`src/rtl/multicycle_ctrl_fsm_if.sv`:
```
// Control bundle between the RV32I multicycle control FSM and its datapath.
// master = control FSM (drives selects/enables), slave = datapath (drives instruction fields and zero).
interface multicycle_ctrl_fsm_if;
  logic [6:0] opcode;
  logic [2:0] funct3;
  logic       funct7_5;
  logic       zero;
  logic       pc_write;
  logic       ir_write;
  logic       adr_src;
  logic       mem_write;
  logic       reg_write;
  logic [1:0] result_src;
  logic [1:0] alu_src_a;
  logic [1:0] alu_src_b;
  logic [1:0] imm_src;
  logic [3:0] alu_control;

  modport master (
    input  opcode, funct3, funct7_5, zero,
    output pc_write, ir_write, adr_src, mem_write, reg_write,
           result_src, alu_src_a, alu_src_b, imm_src, alu_control
  );

  modport slave (
    output opcode, funct3, funct7_5, zero,
    input  pc_write, ir_write, adr_src, mem_write, reg_write,
           result_src, alu_src_a, alu_src_b, imm_src, alu_control
  );
endinterface

```
`src/rtl/multicycle_ctrl_fsm.sv`:
```
// Main control FSM for the RV32I multicycle datapath; ALU_SLT_EN adds set-less-than (alu_control 0111).
//
// state    | meaning
// FETCH    | read instr at PC, PC <= PC+4
// DECODE   | read regs, ALUOut <= branch target
// MEMADR   | ALUOut <= rs1 + imm
// MEMREAD  | read data memory at ALUOut
// MEMWB    | rd <= memory data
// MEMWRITE | write rs2 to memory at ALUOut
// EXECUTER | ALUOut <= rs1 op rs2
// ALUWB    | rd <= ALUOut
// EXECUTEI | ALUOut <= rs1 op imm
// JAL      | PC <= target, ALUOut <= oldPC+4
// BEQ      | compare rs1/rs2, PC <= target if equal
module multicycle_ctrl_fsm #(
  parameter int STATE_W = 4
) (
  input  logic                 clk,
  input  logic                 rst_n,
  multicycle_ctrl_fsm_if.master bus,
  output logic [STATE_W-1:0]   state
);

  typedef enum logic [3:0] {
    S_FETCH    = 4'd0,
    S_DECODE   = 4'd1,
    S_MEMADR   = 4'd2,
    S_MEMREAD  = 4'd3,
    S_MEMWB    = 4'd4,
    S_MEMWRITE = 4'd5,
    S_EXECUTER = 4'd6,
    S_ALUWB    = 4'd7,
    S_EXECUTEI = 4'd8,
    S_JAL      = 4'd9,
    S_BEQ      = 4'd10
  } state_t;

  typedef struct packed {
    logic       pc_write;
    logic       ir_write;
    logic       adr_src;
    logic       mem_write;
    logic       reg_write;
    logic [1:0] result_src;
    logic [1:0] alu_src_a;
    logic [1:0] alu_src_b;
    logic [3:0] alu_control;
  } ctl_t;

  localparam logic [3:0] ALU_AND = 4'b0000;
  localparam logic [3:0] ALU_OR  = 4'b0001;
  localparam logic [3:0] ALU_ADD = 4'b0010;
  localparam logic [3:0] ALU_SUB = 4'b0110;
  localparam logic [3:0] ALU_SLT = 4'b0111;

  state_t cur;
  state_t nxt;
  ctl_t   ctl_q;
  logic   in_exec;
  logic [3:0] funct_alu;

  function automatic ctl_t moore_out(input state_t s);
    ctl_t c;
    c = '0;
    case (s)
      S_FETCH: begin
        c.ir_write = 1'b1; c.alu_src_b = 2'b10; c.alu_control = ALU_ADD;
        c.result_src = 2'b10; c.pc_write = 1'b1;
      end
      S_DECODE: begin
        c.alu_src_a = 2'b01; c.alu_src_b = 2'b01; c.alu_control = ALU_ADD;
      end
      S_MEMADR: begin
        c.alu_src_a = 2'b10; c.alu_src_b = 2'b01; c.alu_control = ALU_ADD;
      end
      S_MEMREAD:  c.adr_src = 1'b1;
      S_MEMWB: begin
        c.result_src = 2'b01; c.reg_write = 1'b1;
      end
      S_MEMWRITE: begin
        c.adr_src = 1'b1; c.mem_write = 1'b1;
      end
      S_EXECUTER: c.alu_src_a = 2'b10;
      S_EXECUTEI: begin
        c.alu_src_a = 2'b10; c.alu_src_b = 2'b01;
      end
      S_ALUWB:    c.reg_write = 1'b1;
      // BEQ pc_write comes from the zero flag at the output, not from here
      S_BEQ: begin
        c.alu_src_a = 2'b10; c.alu_control = ALU_SUB;
      end
      S_JAL: begin
        c.alu_src_a = 2'b01; c.alu_src_b = 2'b10; c.alu_control = ALU_ADD;
        c.pc_write = 1'b1;
      end
      default: c = '0;
    endcase
    return c;
  endfunction

  always_comb begin
    nxt = S_FETCH;
    case (cur)
      S_FETCH: nxt = S_DECODE;
      S_DECODE: begin
        case (bus.opcode)
          7'b0000011, 7'b0100011: nxt = S_MEMADR;
          7'b0110011:             nxt = S_EXECUTER;
          7'b0010011:             nxt = S_EXECUTEI;
          7'b1100011:             nxt = S_BEQ;
          7'b1101111:             nxt = S_JAL;
          default:                nxt = S_FETCH;
        endcase
      end
      S_MEMADR:   nxt = (bus.opcode == 7'b0000011) ? S_MEMREAD : S_MEMWRITE;
      S_MEMREAD:  nxt = S_MEMWB;
      S_EXECUTER: nxt = S_ALUWB;
      S_EXECUTEI: nxt = S_ALUWB;
      S_JAL:      nxt = S_ALUWB;
      default:    nxt = S_FETCH;
    endcase
  end

  always_ff @(posedge clk or negedge rst_n) begin
    if (!rst_n) begin
      cur   <= S_FETCH;
      ctl_q <= moore_out(S_FETCH);
    end else begin
      cur   <= nxt;
      ctl_q <= moore_out(nxt);
    end
  end

  always_comb begin
    funct_alu = ALU_ADD;
    case (bus.funct3)
      3'b000: funct_alu = (cur == S_EXECUTER && bus.funct7_5) ? ALU_SUB : ALU_ADD;
      3'b111: funct_alu = ALU_AND;
      3'b110: funct_alu = ALU_OR;
`ifdef ALU_SLT_EN
      3'b010: funct_alu = ALU_SLT;
`else
      3'b010: funct_alu = ALU_ADD;
`endif
      default: funct_alu = ALU_ADD;
    endcase
  end

  assign in_exec = (cur == S_EXECUTER) || (cur == S_EXECUTEI);

  // write enables are gated by rst_n so nothing writes while reset is held
  assign bus.pc_write    = rst_n & (ctl_q.pc_write | ((cur == S_BEQ) & bus.zero));
  assign bus.ir_write    = rst_n & ctl_q.ir_write;
  assign bus.mem_write   = rst_n & ctl_q.mem_write;
  assign bus.reg_write   = rst_n & ctl_q.reg_write;
  assign bus.adr_src     = ctl_q.adr_src;
  assign bus.result_src  = ctl_q.result_src;
  assign bus.alu_src_a   = ctl_q.alu_src_a;
  assign bus.alu_src_b   = ctl_q.alu_src_b;
  assign bus.alu_control = in_exec ? funct_alu : ctl_q.alu_control;

  always_comb begin
    case (bus.opcode)
      7'b0100011: bus.imm_src = 2'b01;
      7'b1100011: bus.imm_src = 2'b10;
      7'b1101111: bus.imm_src = 2'b11;
      default:    bus.imm_src = 2'b00;
    endcase
  end

  assign state = STATE_W'(cur);

endmodule

```
`src/flat_wrapper.sv`:
```
// flat-port wrapper written by rule: the top's interface ports become plain ports
module multicycle_ctrl_fsm_flat 
#(
  parameter int STATE_W = 4
)
  (clk, rst_n, state, bus_opcode, bus_funct3, bus_funct7_5, bus_zero, bus_pc_write, bus_ir_write, bus_adr_src, bus_mem_write, bus_reg_write, bus_result_src, bus_alu_src_a, bus_alu_src_b, bus_imm_src, bus_alu_control);
  multicycle_ctrl_fsm_if bus_i ();
  input  logic clk;
  input  logic rst_n;
  output logic [STATE_W-1:0] state;
  input wire logic [$bits(bus_i.opcode)-1:0] bus_opcode;
  input wire logic [$bits(bus_i.funct3)-1:0] bus_funct3;
  input wire logic [$bits(bus_i.funct7_5)-1:0] bus_funct7_5;
  input wire logic [$bits(bus_i.zero)-1:0] bus_zero;
  output wire logic [$bits(bus_i.pc_write)-1:0] bus_pc_write;
  output wire logic [$bits(bus_i.ir_write)-1:0] bus_ir_write;
  output wire logic [$bits(bus_i.adr_src)-1:0] bus_adr_src;
  output wire logic [$bits(bus_i.mem_write)-1:0] bus_mem_write;
  output wire logic [$bits(bus_i.reg_write)-1:0] bus_reg_write;
  output wire logic [$bits(bus_i.result_src)-1:0] bus_result_src;
  output wire logic [$bits(bus_i.alu_src_a)-1:0] bus_alu_src_a;
  output wire logic [$bits(bus_i.alu_src_b)-1:0] bus_alu_src_b;
  output wire logic [$bits(bus_i.imm_src)-1:0] bus_imm_src;
  output wire logic [$bits(bus_i.alu_control)-1:0] bus_alu_control;
  assign bus_i.opcode = bus_opcode;
  assign bus_i.funct3 = bus_funct3;
  assign bus_i.funct7_5 = bus_funct7_5;
  assign bus_i.zero = bus_zero;
  assign bus_pc_write = bus_i.pc_write;
  assign bus_ir_write = bus_i.ir_write;
  assign bus_adr_src = bus_i.adr_src;
  assign bus_mem_write = bus_i.mem_write;
  assign bus_reg_write = bus_i.reg_write;
  assign bus_result_src = bus_i.result_src;
  assign bus_alu_src_a = bus_i.alu_src_a;
  assign bus_alu_src_b = bus_i.alu_src_b;
  assign bus_imm_src = bus_i.imm_src;
  assign bus_alu_control = bus_i.alu_control;
  multicycle_ctrl_fsm #(.STATE_W(STATE_W)) u_core (.clk(clk), .rst_n(rst_n), .bus(bus_i), .state(state));
endmodule
```
`config.mk`:
```
export PLATFORM = sky130hd
export DESIGN_NAME = multicycle_ctrl_fsm_flat
export DESIGN_NICKNAME = d
export VERILOG_FILES = /design/src/rtl/multicycle_ctrl_fsm_if.sv /design/src/rtl/multicycle_ctrl_fsm.sv /design/src/flat_wrapper.sv
export SDC_FILE = /design/constraint.sdc
export NUM_CORES = 1
export LEC_CHECK = 0
export ABC_AREA = 1
export ABC_CLOCK_PERIOD_IN_PS = 2800
export CORE_AREA = 2 2 48 50
export CTS_CLUSTER_DIAMETER = 40
export DETAILED_ROUTE_END_ITERATION = 12
export DIE_AREA = 0 0 50 52
export GPL_TIMING_DRIVEN = 0
export MAX_ROUTING_LAYER = met4
export PLACE_DENSITY = 0.79
export SLEW_MARGIN = 20
export SYNTH_ARGS = -nofsm -noshare
export SYNTH_HDL_FRONTEND = slang
export SYNTH_SLANG_ARGS = --single-unit
```
`constraint.sdc`:
```
create_clock -name clk -period 2.8 [get_ports clk]
set_clock_uncertainty 0.15 [all_clocks]
set_input_delay 0.56 -clock clk [delete_from_list [all_inputs] [get_ports clk]]
set_output_delay 0.56 -clock clk [all_outputs]
set_load 0.01 [all_outputs]
```
==> reports/qor.txt, run 1 <==
Status - finished clean
CP cell instances - nand2_2 -> nor2_4 -> o21ai_1 -> inv_1 -> a31oi_1 -> clkdlybuf4s50_1
CP max stage cell - clkdlybuf4s50_1
Number of distinct library cells after synthesis - 21
Vias - 879
Area added between synthesis and finish - 42.6%
Max Freq - 375 MHz
Crit end category - output port
Cell Area, Synth - 945 um2
Leakage Power - 0.753 nW
Placement Cell Area - 1310 um2
Fin crit period - 2.67 ns
Post-route cell area - 1350 um2
Drt first-iter violations - 8
Leading area contributor after synthesis - dfrtp_1
Layout cells sized above 1 - 0.204
# setup viols final - 0
Multiplexer share of the synthesized area - 0
Hold WC Path Type - in -> async
FP Rows - 17
Max rail drop VDD - 0.289 mV
Worst-case clock buffer depth - 2
Ratio of final minimum period to clock period - 0.953
Routed wire per std cell - 9.60 um
Post-Syn Instances - 129
Max-Cap Viols - 0
Clock sink count - 15
Count leader, synth - nand2_1
Synth Area in Compound Gates - 0.0384
Primary FF master, synth - dfrtp_1
EDFF count, synth - 0
Antenna cells - 0
Clk root buf - clkbuf_4
CP bufs+invs - 2
# DRC - 0
Initial cell density of the core - 0.449
Vias/cell - 4.51
Delay-heaviest family, CP - buffers and inverters
Vias in the first global route - 880
Setup CP Type - reg -> out
CTS H-tree depth - 1
Initial antenna violation count - 0
Fraction of the yosys area taken by sequential cells - 0.401
CTS tree - built
Fillers - 183
Sum Neg Setup Slack - 0 ns
CP max stage delay - 0.55 ns
Worst path arrival time - 1.96 ns
Max Fanout on Critical Path - 6
Final hold violation count - 0
Routed WL - 1870 um
Clock transition at path regs - 0.08 ns
Post-Synth XOR/XNOR Area - 0
Fraction of the mapped netlist area in adder cells - 0
Final HPWL DP - 1610 um
Hold-fix buffers, CTS - 0
Post-synthesis register bit count - 15
First-pass GRT wire length - 3370 um
Grt ovf - 0
Clock Latency Late Sink - 0.27 ns
Synth top area cells - dfrtp_1, nand2_1, inv_1
Yosys top cell area share - 0.318
M2 GR Usage - 0.349
Cts bufs inserted - 3
Warnings from Yosys - 0
Fin nets - 182
Worst Path Required - 2.09 ns
Unrepaired setup endpoints after global routing - false
PwrDens - 588 nW/um2
Detail Route Antenna Nets - 0
Gpl congestion - 0.813
Synth async-reset ratio - 1.00
Syn_nets - 143
Largest net degree at the start of global routing - 20
Die Area - 2600 um2
Syn_area_per_cell - 7.32 um2
Fin. max-slew vios - 0
Met1 usage - 0.165
# port buffers - 33
Met3 Usage GRT - 0.0144
Total track usage - 0.170
Synth Area in Simple Gates - 0.393
GRT busiest layer - met2
Worst Setup Start Kind - register
# IOs - 35
Core area - 2110 um2
Post-synth top cells - nand2_1, inv_1, dfrtp_1, nor2_1
Largest family of logic cells by synthesized area - simple AND/OR/NAND/NOR gates
First drt pass iteration count - 4
Die Ht - 52 um
Die Wd - 50 um
metal layers:
metal	up-vias	share of wire
met1	393	0.37
met5	-	0
met3	0	0.047
met4	0	0
li1	460	-
met2	26	0.58
cell usage in the layout, fill, tap and decap left out, types with 4 or more instances in the layout:
| cell | n |
|---|---|
| nand2_1 | 33 |
| nor3_1 | 4 |
| nor2_1 | 11 |
| dfrtp_1 | 12 |
| nand2_2 | 5 |
| nor2_2 | 7 |
| nor2_4 | 4 |
| nand3_1 | 7 |
| clkdlybuf4s50_1 | 30 |
| inv_1 | 26 |
| buf_4 | 8 |
power breakdown:
| group | switching (mW) | internal (mW) |
|---|---|---|
| combinational | 0.168 | 0.202 |
| clock | 0.0597 | 0.0551 |
| sequential | 0.0287 | 0.279 |
cell families (layout without fill, tap and decap cells):
family,after synthesis,count (layout)
other cells,1,1
compound gates,5,5
buf+inv,34,72
simple gates,74,74
flops,15,15
worst register-to-register path: stages (launching register included):
cell	delay, ns
dfrtp_1	0.48
nand2_2	0.16
nor2_4	0.05
buf_4	0.15
nor2_8	0.12
nand2_1	0.08
nor2_2	0.14
inv_1	0.07
nor3_1	0.20
flip-flops by register name (all words and copies together) (netlist names):
name,count
u_core.ctl_q,5
u_core.state,4
u_core.bus.alu_src_a,2
u_core.bus.alu_src_b,2
u_core.bus.adr_src,1
u_core.bus.result_src,1
area by class of cell:
type / instances / area [um2] / share of cell area
Clock buffer: 4 / 26.3 / 0.0195
Timing Repair Buffer: 34 / 334 / 0.248
Inverter: 27 / 101 / 0.0752
Buffer: 7 / 52.6 / 0.0390
Sequential cell: 15 / 379 / 0.281
Tap cell: 28 / 35.0 / 0.0260
Multi-Input combinational cell: 80 / 419 / 0.311
worst paths after layout:
check | startpoint | to | slack [ns] | cells past startpoint
worst max-delay path | u_core.state[1] | bus_alu_control[1] | 0.13 | 6
worst min-delay path | rst_n | u_core.bus.result_src[0] | 0.05 | 1
worst max register to register | u_core.state[1] | u_core.bus.alu_src_a[0] | 1.11 | 8
worst min register to register | u_core.state[0] | u_core.bus.alu_src_b[0] | 0.56 | 3
max in group asynchronous | rst_n | u_core.ctl_q[13] | 2.13 | 1
min in group clk | u_core.state[0] | u_core.bus.alu_src_b[0] | 0.56 | 3
what timing repair did:
item                       in CTS  in global routing
gates cloned                    0                  0
buffers inserted                0                  1
resized for setup               2                  6
pin swaps                       1                  1
setup endpoints to repair       6                  7
stage by stage:
step / worst slack [ns] / total power [mW] / std cells / utilization / hold WS [ns]
finish: 0.131 / 0.793 / 195 / 0.640 / 0.0497
global route: 0.000709 / 0.853 / 195 / 0.640 / 0.0695
CTS: 0.00939 / 0.804 / 194 / 0.633 / 0.308
detailed placement: -0.184 / 0.687 / 190 / 0.622 / 0.551
global placement: -0.169 / 0.673 / 190 / 0.622 / 0.528
floorplan: 0.821 / 0.519 / 129 / - / 0.114
(Power assumes the default switching activity.)
==> run 2, diff against run 1 <==
--- a/config.mk
+++ b/config.mk
@@ -7,6 +7,7 @@
 export LEC_CHECK = 0
 export ABC_AREA = 1
 export ABC_CLOCK_PERIOD_IN_PS = 2800
+export CAP_MARGIN = 20
 export CORE_AREA = 2 2 48 50
 export CTS_CLUSTER_DIAMETER = 40
 export DETAILED_ROUTE_END_ITERATION = 12
==> results of run 2 <==
No change in the layout: final DEF, timing and power equal those of run 1.
==> run 3, diff against run 2 <==
--- a/config.mk
+++ b/config.mk
@@ -12,10 +12,8 @@
 export CTS_CLUSTER_DIAMETER = 40
 export DETAILED_ROUTE_END_ITERATION = 12
 export DIE_AREA = 0 0 50 52
-export GPL_TIMING_DRIVEN = 0
 export MAX_ROUTING_LAYER = met4
 export PLACE_DENSITY = 0.79
-export SLEW_MARGIN = 20
 export SYNTH_ARGS = -nofsm -noshare
 export SYNTH_HDL_FRONTEND = slang
 export SYNTH_SLANG_ARGS = --single-unit
==> run 3 against run 2 <==
  * Global-route usage increased by 1.7 points
  * Setup slack got worse by 0.023 ns
  * Final cell count decreased by 2.1%
  * Critical endpoint unchanged
  * Register-to-register slack improved by 0.14 ns
  * Critical path depth increased by 2
  * Maximum frequency decreased by 0.86%
  * Combinational power decreased by 10%
  * Wire length increased by 6.5%
  * Non-clock buffer count decreased by 4
  * Cell area decreased by 1.5%
==> reports/qor.txt, run 3 (same netlist as run 1, synthesis figures left out) <==
Status - finished clean (unchanged)
Worst Setup Start Kind - register (unchanged)
First-pass GRT wire length - 3560 um (was 3370 um)
Inst Count DP - 187 (was 190)
Core area - 2110 um2 (unchanged)
Final hold violation count - 0 (unchanged)
Cts bufs inserted - 3 (unchanged)
Max-Cap Viols - 0 (unchanged)
Most frequent cells in the layout - nand2_1, clkdlybuf4s50_1, inv_1, nor2_1, dfrtp_1 (was nand2_1, clkdlybuf4s50_1, inv_1, dfrtp_1, nor2_1)
Final HPWL DP - 1710 um (was 1610 um)
# setup viols final - 0 (unchanged)
Final Core Density - 0.630 (was 0.640)
CTS tree - built (unchanged)
Worst-case clock buffer depth - 2 (unchanged)
Setup ws final - 0.107 ns (was 0.131 ns)
Gpl congestion - 0.801 (was 0.813)
Vias - 868 (was 879)
Grt ovf - 0 (unchanged)
Crit Reg-Reg Endpoint - u_core.ctl_q[1] (was u_core.bus.alu_src_a[0])
CTS H-tree depth - 1 (unchanged)
Critical R2R Launch - u_core.state[3] (was u_core.state[1])
Worst path arrival time - 1.98 ns (was 1.96 ns)
Setup CP Type - reg -> out (unchanged)
Detail Route Antenna Nets - 0 (unchanged)
Leakage Power - 0.737 nW (was 0.753 nW)
Clock transition at path regs - 0.08 ns (about the same)
Max rail drop VDD - 0.311 mV (was 0.289 mV)
Fin. max-slew vios - 0 (unchanged)
Unrepaired setup endpoints after global routing - true (was false)
# IOs - 35 (unchanged)
R2r setup slk - 1.25 ns (was 1.11 ns)
Initial cell density of the core - 0.449 (unchanged)
Routed wire per std cell - 10.4 um (was 9.60 um)
Post-route cell area - 1330 um2 (was 1350 um2)
Die Area - 2600 um2 (unchanged)
Largest net degree at the start of global routing - 10 (was 20)
First drt pass iteration count - 4 (unchanged)
# DRC - 0 (unchanged)
Crit end category - output port (unchanged)
Clock Latency Late Sink - 0.27 ns (about the same)
Max reg flops - 5 (unchanged)
Ratio of final minimum period to clock period - 0.962 (was 0.953)
Post-CTS setup buffer count - 0 (unchanged)
Die Ht - 52 um (unchanged)
Layout cells sized above 1 - 0.190 (was 0.204)
Commonest non-fill, non-tap cell in the layout - nand2_1 (unchanged)
Fin nets - 178 (was 182)
Area added between synthesis and finish - 40.5% (was 42.6%)
Placement Cell Area - 1290 um2 (was 1310 um2)
Clk root buf - clkbuf_4 (unchanged)
Worst Path Required - 2.09 ns (about the same)
Worst hold slack - 0.0218 ns (was 0.0497 ns)
Tot Pwr - 757 uW (was 793 uW)
Sum Neg Setup Slack - 0 ns (unchanged)
Vias/cell - 4.54 (was 4.51)
Vias in the first global route - 830 (was 880)
Die Wd - 50 um (unchanged)
Hold WC Path Type - in -> async (unchanged)
Total track usage - 0.187 (was 0.170)
FP Rows - 17 (unchanged)
Setup WS pre-CTS - -0.0276 ns (was -0.184 ns)
Antenna cells - 0 (unchanged)
# port buffers - 33 (unchanged)
Worst Setup SP - u_core.state[0] (was u_core.state[1])
Drt first-iter violations - 14 (was 8)
PwrDens - 571 nW/um2 (was 588 nW/um2)
Final non-filler cell total - 191 (was 195)
Routed WL - 1990 um (was 1870 um)
Initial antenna violation count - 0 (unchanged)
Clock sink count - 15 (unchanged)
Max Fanout on Critical Path - 5 (was 6)
Max Freq - 371 MHz (was 375 MHz)
Reg2Reg Depth - 10 (was 8)
Fin crit period - 2.69 ns (was 2.67 ns)
Biggest register - u_core.ctl_q (unchanged)
-- run 3: metal layers --
metal,wire (um),track usage,vias up,share of wire
li1,-,-,445,-
met1,759,0.199,397,0.38
met2,1140,0.353,26,0.57
met3,90,0.0172,0,0.045
met4,0,0.0833,0,0
met5,0,-,-,0
-- run 3: timing repair --
item,CTS,global route
gates resized for setup,1,7
setup endpoints to repair,2,4
pin swaps,1,0
endpoints found under the hold margin,0,0
hold buffers,0,0
-- run 3: cell type report --
| cell class | count | area, um2 |
|---|---|---|
| clock buffer | 4 | 26.3 |
| fill | 181 | 778 |
| inverter | 27 | 101 |
| multi-input combinational | 80 | 419 |
| sequential | 15 | 382 |
| tap | 28 | 35.0 |
| timing repair buffer | 37 | 364 |
-- run 3: how the worst max path moves through the flow --
stage	to
2_1_floorplan	bus_alu_control[1]
4_1_cts	bus_alu_control[1]
3_3_place_gp	bus_imm_src[0]
6_report	bus_alu_control[1]
3_5_place_dp	bus_imm_src[0]
5_1_grt	bus_alu_control[1]
-- run 3: critical path: stages, from the launching register on --
cell and delay (ns):
dfrtp_2 0.45, inv_2 0.08, nand2_2 0.09, nor2_4 0.17, o21ai_1 0.12, inv_1 0.08, nor2_1 0.04, a31oi_1 0.13
clkdlybuf4s50_1 0.55
-- run 3: report_power, final --
group | total (mW) | leakage, nW | internal, mW | switching (mW)
logic | 0.333 | 0.533 | 0.171 | 0.162
registers | 0.309 | 0.189 | 0.280 | 0.0286
clock network | 0.115 | 0.0150 | 0.0552 | 0.0602
